[src/rtl/matmul_stream.sv]
// matmul_stream: streaming NxN matrix multiplier C = A x B.
// A then B arrive row-major over a valid/ready input; each C element is
// produced by N MAC cycles and leaves row-major over a valid/ready output.
// One multiplier, operands held in register arrays, optional saturation.
module matmul_stream #(
    parameter int N      = 3,
    parameter int DATA_W = 8,
    parameter int OUT_W  = 8,
    parameter int SAT    = 1,
    parameter int ACC_W  = 2*DATA_W + $clog2(N) + 1
) (
    input  logic              clk,
    input  logic              rst,
    input  logic              start,
    input  logic              signed_mode,
    input  logic [DATA_W-1:0] data_in,
    input  logic              in_valid,
    output logic              in_ready,
    output logic [OUT_W-1:0]  data_out,
    output logic              out_valid,
    input  logic              out_ready,
    output logic              busy,
    output logic              done
);

    localparam int IW = $clog2(N);
    localparam int AW = $clog2(N*N);
    localparam int PW = 2*DATA_W + 2;

    localparam logic [IW-1:0] LAST = IW'(N-1);
    localparam logic [IW-1:0] ONE  = IW'(1);
    localparam logic [AW-1:0] NA   = AW'(N);

    // Clamp bounds expressed at accumulator width so compares stay signed.
    localparam logic signed [ACC_W-1:0] SMAX = {{(ACC_W-OUT_W+1){1'b0}}, {(OUT_W-1){1'b1}}};
    localparam logic signed [ACC_W-1:0] SMIN = {{(ACC_W-OUT_W+1){1'b1}}, {(OUT_W-1){1'b0}}};
    localparam logic signed [ACC_W-1:0] UMAX = {{(ACC_W-OUT_W){1'b0}}, {OUT_W{1'b1}}};

    typedef enum logic [2:0] {
        IDLE    = 3'd0,
        LOAD_A  = 3'd1,
        LOAD_B  = 3'd2,
        COMPUTE = 3'd3,
        OUT     = 3'd4,
        DONE    = 3'd5
    } state_t;

    state_t state;

    logic [N*N-1:0][DATA_W-1:0] a_mem;
    logic [N*N-1:0][DATA_W-1:0] b_mem;

    logic [IW-1:0] ld_r, ld_c;
    logic [IW-1:0] ri, cj, kk;
    logic          sgn;
    logic signed [ACC_W-1:0] acc;

    logic          beat;
    logic          ld_last;
    logic [AW-1:0] ld_addr, a_addr, b_addr;

    logic [DATA_W-1:0]        a_op, b_op;
    logic signed [DATA_W:0]   a_ext, b_ext;
    logic signed [PW-1:0]     a_wide, b_wide, prod;
    logic signed [ACC_W-1:0]  acc_base, acc_add, acc_next;
    logic [OUT_W-1:0]         acc_red;

    assign beat    = in_valid & in_ready;
    assign ld_last = (ld_r == LAST) && (ld_c == LAST);
    assign ld_addr = AW'(ld_r) * NA + AW'(ld_c);
    assign a_addr  = AW'(ri) * NA + AW'(kk);
    assign b_addr  = AW'(kk) * NA + AW'(cj);

    // MAC datapath: extend by one bit so unsigned and signed share a signed multiply
    assign a_op     = a_mem[a_addr];
    assign b_op     = b_mem[b_addr];
    assign a_ext    = signed'({sgn & a_op[DATA_W-1], a_op});
    assign b_ext    = signed'({sgn & b_op[DATA_W-1], b_op});
    assign a_wide   = PW'(a_ext);
    assign b_wide   = PW'(b_ext);
    assign prod     = a_wide * b_wide;
    assign acc_add  = ACC_W'(prod);
    assign acc_base = (kk == '0) ? '0 : acc;
    assign acc_next = acc_base + acc_add;

    // Reduce the finished dot product to OUT_W: clamp or truncate
    always_comb begin
        acc_red = acc_next[OUT_W-1:0];
        if (SAT != 0) begin
            if (sgn) begin
                if (acc_next > SMAX)      acc_red = SMAX[OUT_W-1:0];
                else if (acc_next < SMIN) acc_red = SMIN[OUT_W-1:0];
            end else if (acc_next > UMAX) begin
                acc_red = UMAX[OUT_W-1:0];
            end
        end
    end

    // Operand storage: written only on load beats, never cleared
    always_ff @(posedge clk) begin
        if (rst && beat && state == LOAD_A) a_mem[ld_addr] <= data_in;
        if (rst && beat && state == LOAD_B) b_mem[ld_addr] <= data_in;
    end

    // Control FSM with registered handshake and status outputs
    always_ff @(posedge clk) begin
        if (!rst) begin
            state     <= IDLE;
            ld_r      <= '0;
            ld_c      <= '0;
            ri        <= '0;
            cj        <= '0;
            kk        <= '0;
            acc       <= '0;
            sgn       <= 1'b0;
            in_ready  <= 1'b0;
            out_valid <= 1'b0;
            data_out  <= '0;
            busy      <= 1'b0;
            done      <= 1'b0;
        end else begin
            done <= 1'b0;
            case (state)
                IDLE: begin
                    if (start) begin
                        sgn      <= signed_mode;
                        state    <= LOAD_A;
                        in_ready <= 1'b1;
                        busy     <= 1'b1;
                        ld_r     <= '0;
                        ld_c     <= '0;
                    end
                end
                LOAD_A, LOAD_B: begin
                    if (beat) begin
                        if (ld_last) begin
                            ld_r <= '0;
                            ld_c <= '0;
                            if (state == LOAD_A) begin
                                state <= LOAD_B;
                            end else begin
                                state    <= COMPUTE;
                                in_ready <= 1'b0;
                                ri       <= '0;
                                cj       <= '0;
                                kk       <= '0;
                            end
                        end else if (ld_c == LAST) begin
                            ld_c <= '0;
                            ld_r <= ld_r + ONE;
                        end else begin
                            ld_c <= ld_c + ONE;
                        end
                    end
                end
                COMPUTE: begin
                    acc <= acc_next;
                    if (kk == LAST) begin
                        kk        <= '0;
                        state     <= OUT;
                        out_valid <= 1'b1;
                        data_out  <= acc_red;
                    end else begin
                        kk <= kk + ONE;
                    end
                end
                OUT: begin
                    if (out_ready) begin
                        out_valid <= 1'b0;
                        if (ri == LAST && cj == LAST) begin
                            state <= DONE;
                            done  <= 1'b1;
                        end else begin
                            state <= COMPUTE;
                            if (cj == LAST) begin
                                cj <= '0;
                                ri <= ri + ONE;
                            end else begin
                                cj <= cj + ONE;
                            end
                        end
                    end
                end
                DONE: begin
                    state <= IDLE;
                    busy  <= 1'b0;
                end
                default: state <= IDLE;
            endcase
        end
    end

endmodule

[config.mk]
export PLATFORM = sky130hd
export DESIGN_NAME = matmul_stream
export DESIGN_NICKNAME = d
export VERILOG_FILES = /design/src/rtl/matmul_stream.sv
export SDC_FILE = /design/constraint.sdc
export NUM_CORES = 1
export LEC_CHECK = 0
export ABC_AREA = 1
export BUFFER_PORTS_ARGS = -buffer_cell sky130_fd_sc_hd__buf_2
export CAP_MARGIN = 20
export CORE_MARGIN = 1.5
export CORE_UTILIZATION = 30
export DETAILED_ROUTE_END_ITERATION = 8
export HOLD_SLACK_MARGIN = 0.02
export MAX_ROUTING_LAYER = met4
export PLACE_DENSITY = 0.42
export SLEW_MARGIN = 10
export SYNTH_ARGS = -nofsm -noshare
export SYNTH_HDL_FRONTEND = slang
export SYNTH_SLANG_ARGS = --single-unit
[constraint.sdc]
create_clock -name clk -period 23 [get_ports clk]
set_input_delay 1.15 -clock clk [delete_from_list [all_inputs] [get_ports clk]]
set_output_delay 1.15 -clock clk [all_outputs]
set_load 0.03 [all_outputs]
# [Word level (Yosys, flattened, before mapping)]
# Index checks and enable logic that the tools add are counted.
[totals] reg_bits=189 input_bits=14
[classes] addsub=9 mul=4 n_lt_le_gt_ge=7 eq_ne=19 mux=53 bitwise=3 n_reduce_logical=26
[ops] op="$bwmux W72" count=2
[ops] op="$bmux W8 S4" count=2
[ops] op="$mux W8" count=7
[ops] op="$mux W2" count=17
[ops] op="$demux W8 S4" count=1
[ops] op="$pmux W2 S2" count=5
[ops] op="$add A19 B18 Y19" count=1
[ops] op="$gt A19 B8 Y1 const B" count=1
[ops] op="$gt A19 B9 Y1 const B" count=1
[ops] op="$lt A19 B8 Y1 const B" count=1
[ops] op="$mux W19" count=1
[ops] op="$mul A9 B9 Y18" count=1
[ops] op="$mux W3" count=6
[ops] op="$ne A2 B2 Y1 const B" count=8
[ops] op="$lt A4 B5 Y1 const B" count=3
[ops] op="$add A4 B2 Y4" count=3
[ops] op="$mul A2 B2 Y4 const B" count=3
[ops] op="$pmux W3 S4" count=1
[ops] op="$add A2 B1 Y2 const B" count=5
[ops] op="$eq A2 B2 Y1 const B" count=5
[ops] op="$reduce_and A5 Y1" count=2
[ops] op="$reduce_bool A2 Y1" count=5
[ops] op="$reduce_and A3 Y1" count=3
[ops] op="$mux W1" count=8
[ops] op="other kinds (15)" count=29

# [Longest topological paths before layout]
[logic_depth] word_depth=11 depth_mapped=40 ltp_nobuf=39

# [Worst setup path after synthesis]
# Ideal clock, no wire load.
[synth_path] path_kind="reg-to-reg" startpoint="register kk[1]" endpoint="register data_out[7]" setup_ns=0.114 arrival_ns=7.315 required_time_ns=22.886 path_slack_ns=15.571 path_stages_with_launch=37 path_cell_list="dfxtp_1 -> fa_1 -> ha_1 -> fa_1 -> nor2_1 -> o21ai_0 -> o221ai_1 -> a22oi_1 -> nor2_1 -> inv_1 -> nor2_1 -> fa_1 -> inv_1 -> fa_1 -> fa_1 -> inv_1 -> fa_1 -> inv_1 -> fa_1 -> inv_1 -> ha_1 -> nand2_1 -> nor2_1 -> and2_1 -> nand2_2 -> nand2_2 -> nand2_1 -> nand2_1 -> nand3_2 -> nor2_4 -> nand3_2 -> nand2_4 -> nand2_2 -> nand2_1 -> o21ai_1 -> o21bai_1 -> inv_1"
[synth_between] elab_chain_len=11
[synth_lines] element="start, declared" line="54" source="logic [IW-1:0] ri, cj, kk;"
[synth_lines] element="start signal, assigned" line="164" source="kk <= kk + ONE;"
[synth_lines] element="$mul A2 B2 Y4" line="72" source="assign b_addr = AW'(kk) * NA + AW'(cj);"
[synth_lines] element="$add A4 B2 Y4" line="72"
[synth_lines] element="$bmux W8 S4" line="76" source="assign b_op = b_mem[b_addr];"
[synth_lines] element="$mux W8 (implied by the code)" line="76"
[synth_lines] element="$and A1 B1 Y1" line="78" source="assign b_ext = signed'({sgn & b_op[DATA_W-1], b_op});"
[synth_lines] element="$mul A9 B9 Y18" line="81" source="assign prod = a_wide * b_wide;"
[synth_lines] element="$add A19 B18 Y19" line="84" source="assign acc_next = acc_base + acc_add;"
[synth_lines] element="$lt A19 B8 Y1" line="92" source="else if (acc_next < SMIN) acc_red = SMIN[OUT_W-1:0];"
[synth_lines] element="$mux W8" line="92"
[synth_lines] element="$mux W8" line="91" source="if (acc_next > SMAX) acc_red = SMAX[OUT_W-1:0];"
[synth_lines] element="$mux W8" line="90" source="if (sgn) begin"
[synth_lines] element="end signal, assigned" line="162" source="data_out <= acc_red;"
[synth_lines] element="end, declared" line="19" source="output logic [OUT_W-1:0] data_out,"
# Parallel ways exist; a longest one is shown, timed or not. The select of a mux whose other input is x is not followed.
# A chain may end at the register's enable or synchronous reset.

# [Worst setup path after layout]
# Ends and elaborated chain as after synthesis.

==> results_dict.tcl <==
set metrics [dict create \
    status "completed" \
    first_pass_iters 5 \
    syn_nets 1567 \
    place_worst_setup_slack_ns 13.90 \
    worstRegToRegCells 36 \
    antenna_found_initial 0 \
    ant_nets 0 \
    cp_max_fo 14 \
    max-slew-margin-rel 0.375 \
    fin_ws_ns 14.06 \
    synthFlopType "edfxtp_1" \
    drive_gt1_frac 0.0743 \
    clk_latency_ns 0.46 \
    cts_made_buffers 17 \
    drt_iter0_markers 511 \
    wirelength_um 33000 \
    nFillCells 4330 \
    fin_cells 1958 \
    worstMarginPinSlew_ns 0.934 \
    ctsRootBufferMaster "clkbuf_16" \
    holdBufCountCts 0 \
    antenna_cells 0 \
    ys_seq_area_frac 0.415 \
    arrival_ns 9.29 \
    drv_cap 0 \
    cts_resized 0 \
    dr_total_vias 9106 \
    cts_tree "done" \
    rr_endpoint "data_out[7]" \
    synth_top_area_frac 0.343 \
    r2r_setup_slack_ns 14.06 \
    worstSetupPathType "reg2reg" \
    cts-htree-levels 4 \
    area_growth_pct 10.0 \
    grt_max_degree 36 \
    fmax_mhz 112 \
    finalSetupViolations 0 \
    die_h_um 208 \
    hpwl_um 24800 \
    end_kind "flip-flop" \
    overflow 0 \
    worstHoldPathType "reg2reg" \
    finalSetupTns_ns 0 \
    routabilityCongestion 0.875 \
    fin_crit_ns 8.94 \
    hold_depth 2 \
    clkTransAtPathRegs_ns 0.07 \
    multiInputGateArea_sq_mm 0.00618 \
    min_to "data_out[5]" \
    startpoint_type "flip-flop" \
    drc 0 \
    cp.required_ns 23.35 \
    grt_use_total 0.162 \
    die_area_sq_mm 0.0432 \
    slowest_delay_ns 0.93 \
    design.core.area_sq_mm 0.0411 \
    grt_pass1_wl_um 52000 \
    finalHoldViolCount 0 \
    dp.cells 1925 \
    rsz0062_at_grt "no" \
    hp-start "data_out[5]" \
    clock_skew_ns 0.0156 \
    final_nets 1582 \
    period_share 0.389 \
    synth_edf_count 144 \
    via_per_inst 4.65 \
    fp.dieW_um 208 \
    ff_latch_area_sq_mm 0.00523 \
    post_cts_buffers 0 \
    r2r_start "kk[1]" \
    grt_pass1_vias 9183 \
    drv_slew 0 \
    yosysWarnings 0 \
    syn_area_sq_mm 0.0126 \
    ys_top_cells_by_area "edfxtp_1, fa_1, nand2_1" \
    io_buffers 25 \
    postSynthCellCount 1398 \
    clock_sinks 189 \
    synth_top_cell_by_area "edfxtp_1" \
    start_util 0.307 \
    yosys.cell_types.count 51 \
    ys_ff_latch 189 \
    final_util 0.337 \
    core.rowCount 74 \
    avgSynthCellArea_sq_um 9.01 \
    wl_per_cell_um 16.8 \
    slowest_stage "fa_1" \
    async_flop_share 0 \
    num_io_pins 26 \
    cts.path.max_buffers 2 \
]
-- state kept, by name, summed over array words and instances (netlist names) --
| name | flops |
|---|---|
| data_out | 8 |
| acc | 19 |
| b_mem | 72 |
| busy | 1 |
| state | 3 |
| ld_r | 2 |
| ri | 2 |
| cj | 2 |
| a_mem | 72 |
| ld_c | 2 |
| done | 1 |
| out_valid | 1 |
| in_ready | 1 |
| sgn | 1 |
| kk | 2 |
-- routing by layer --
metal / part of all wire / vias up / GRT usage
met5: 0 / - / -
met2: 0.47 / 121 / 0.260
met4: 0.017 / 0 / 0.0478
met3: 0.022 / 32 / 0.0243
li1: - / 4540 / -
met1: 0.49 / 4413 / 0.211
-- through the flow --
stage / hold slack (ns) / instance area [sq um]
2_1_floorplan: 0.468 / 12600
3_3_place_gp: 0.453 / 13300
3_5_place_dp: 0.459 / 13300
4_1_cts: 0.472 / 13800
5_1_grt: 0.491 / 13900
6_report: 0.471 / 13900
-- how the worst max path moves through the flow --
stage	slack, ns	start	cells after the start	end
CTS	13.90	kk[0]	37	data_out[7]
global route	13.43	kk[1]	36	data_out[7]
detailed placement	13.90	kk[0]	37	data_out[7]
floorplan	15.57	kk[1]	36	data_out[7]
global placement	14.02	kk[0]	37	data_out[7]
finish	14.06	kk[1]	36	data_out[7]
-- Yosys cell counts, types with 8 or more instances --
master    count
clkbuf_1     23
buf_2        10
nor2_1      132
fa_1         92
ha_1         63
inv_1       270
a21oi_1      88
nand2_2      15
nand4_1       8
a22oi_1      15
o21ai_0      53
edfxtp_1    144
nand3_1      68
nand2_1     273
dfxtp_1      45
-- worst max-delay path, delay by kind of cell, from the launching register on --
family / cells / cell delay [ns]
flip-flops: 1 / 0.49
buffers and inverters: 7 / 0.95
adder cells (fa/ha/maj): 9 / 4.84
AO/OA/AOI/OAI: 5 / 1.03
AND/OR/NAND/NOR: 15 / 1.51
-- layout by cell type (no fill, tap or decap), types with 17 or more instances in the layout --
cell       netlist  routed
a21oi_1         88      88
inv_1          270     270
o21ai_0         53      53
ha_1            63      63
fa_1            92      92
nor2_1         132     132
edfxtp_1       144     144
dfxtp_1         45      45
nand2_1        273     273
clkbuf_16        0      17
buf_2           10      25
nand3_1         68      68
-- cells by family (layout without fill, tap and decap cells) --
logic type | after synthesis | after routing | synth area share
compound gates | 201 | 201 | 0.0936
xor+xnor | 6 | 6 | 0.00417
fa+ha+maj | 155 | 155 | 0.209
buf+inv | 314 | 342 | 0.0948
flops | 189 | 189 | 0.415
simple gates | 533 | 533 | 0.184
-- final cells by class --
class / count / area share
multi-input combinational: 895 / 0.446
sequential: 189 / 0.377
inverter: 278 / 0.0753
tap: 532 / 0.0480
clock buffer: 17 / 0.0307
timing repair buffer: 32 / 0.0143
clock inverter: 15 / 0.00920
Power is not shown: default switching activity piles up to over one toggle a cycle in this logic, so the estimate is an artifact.
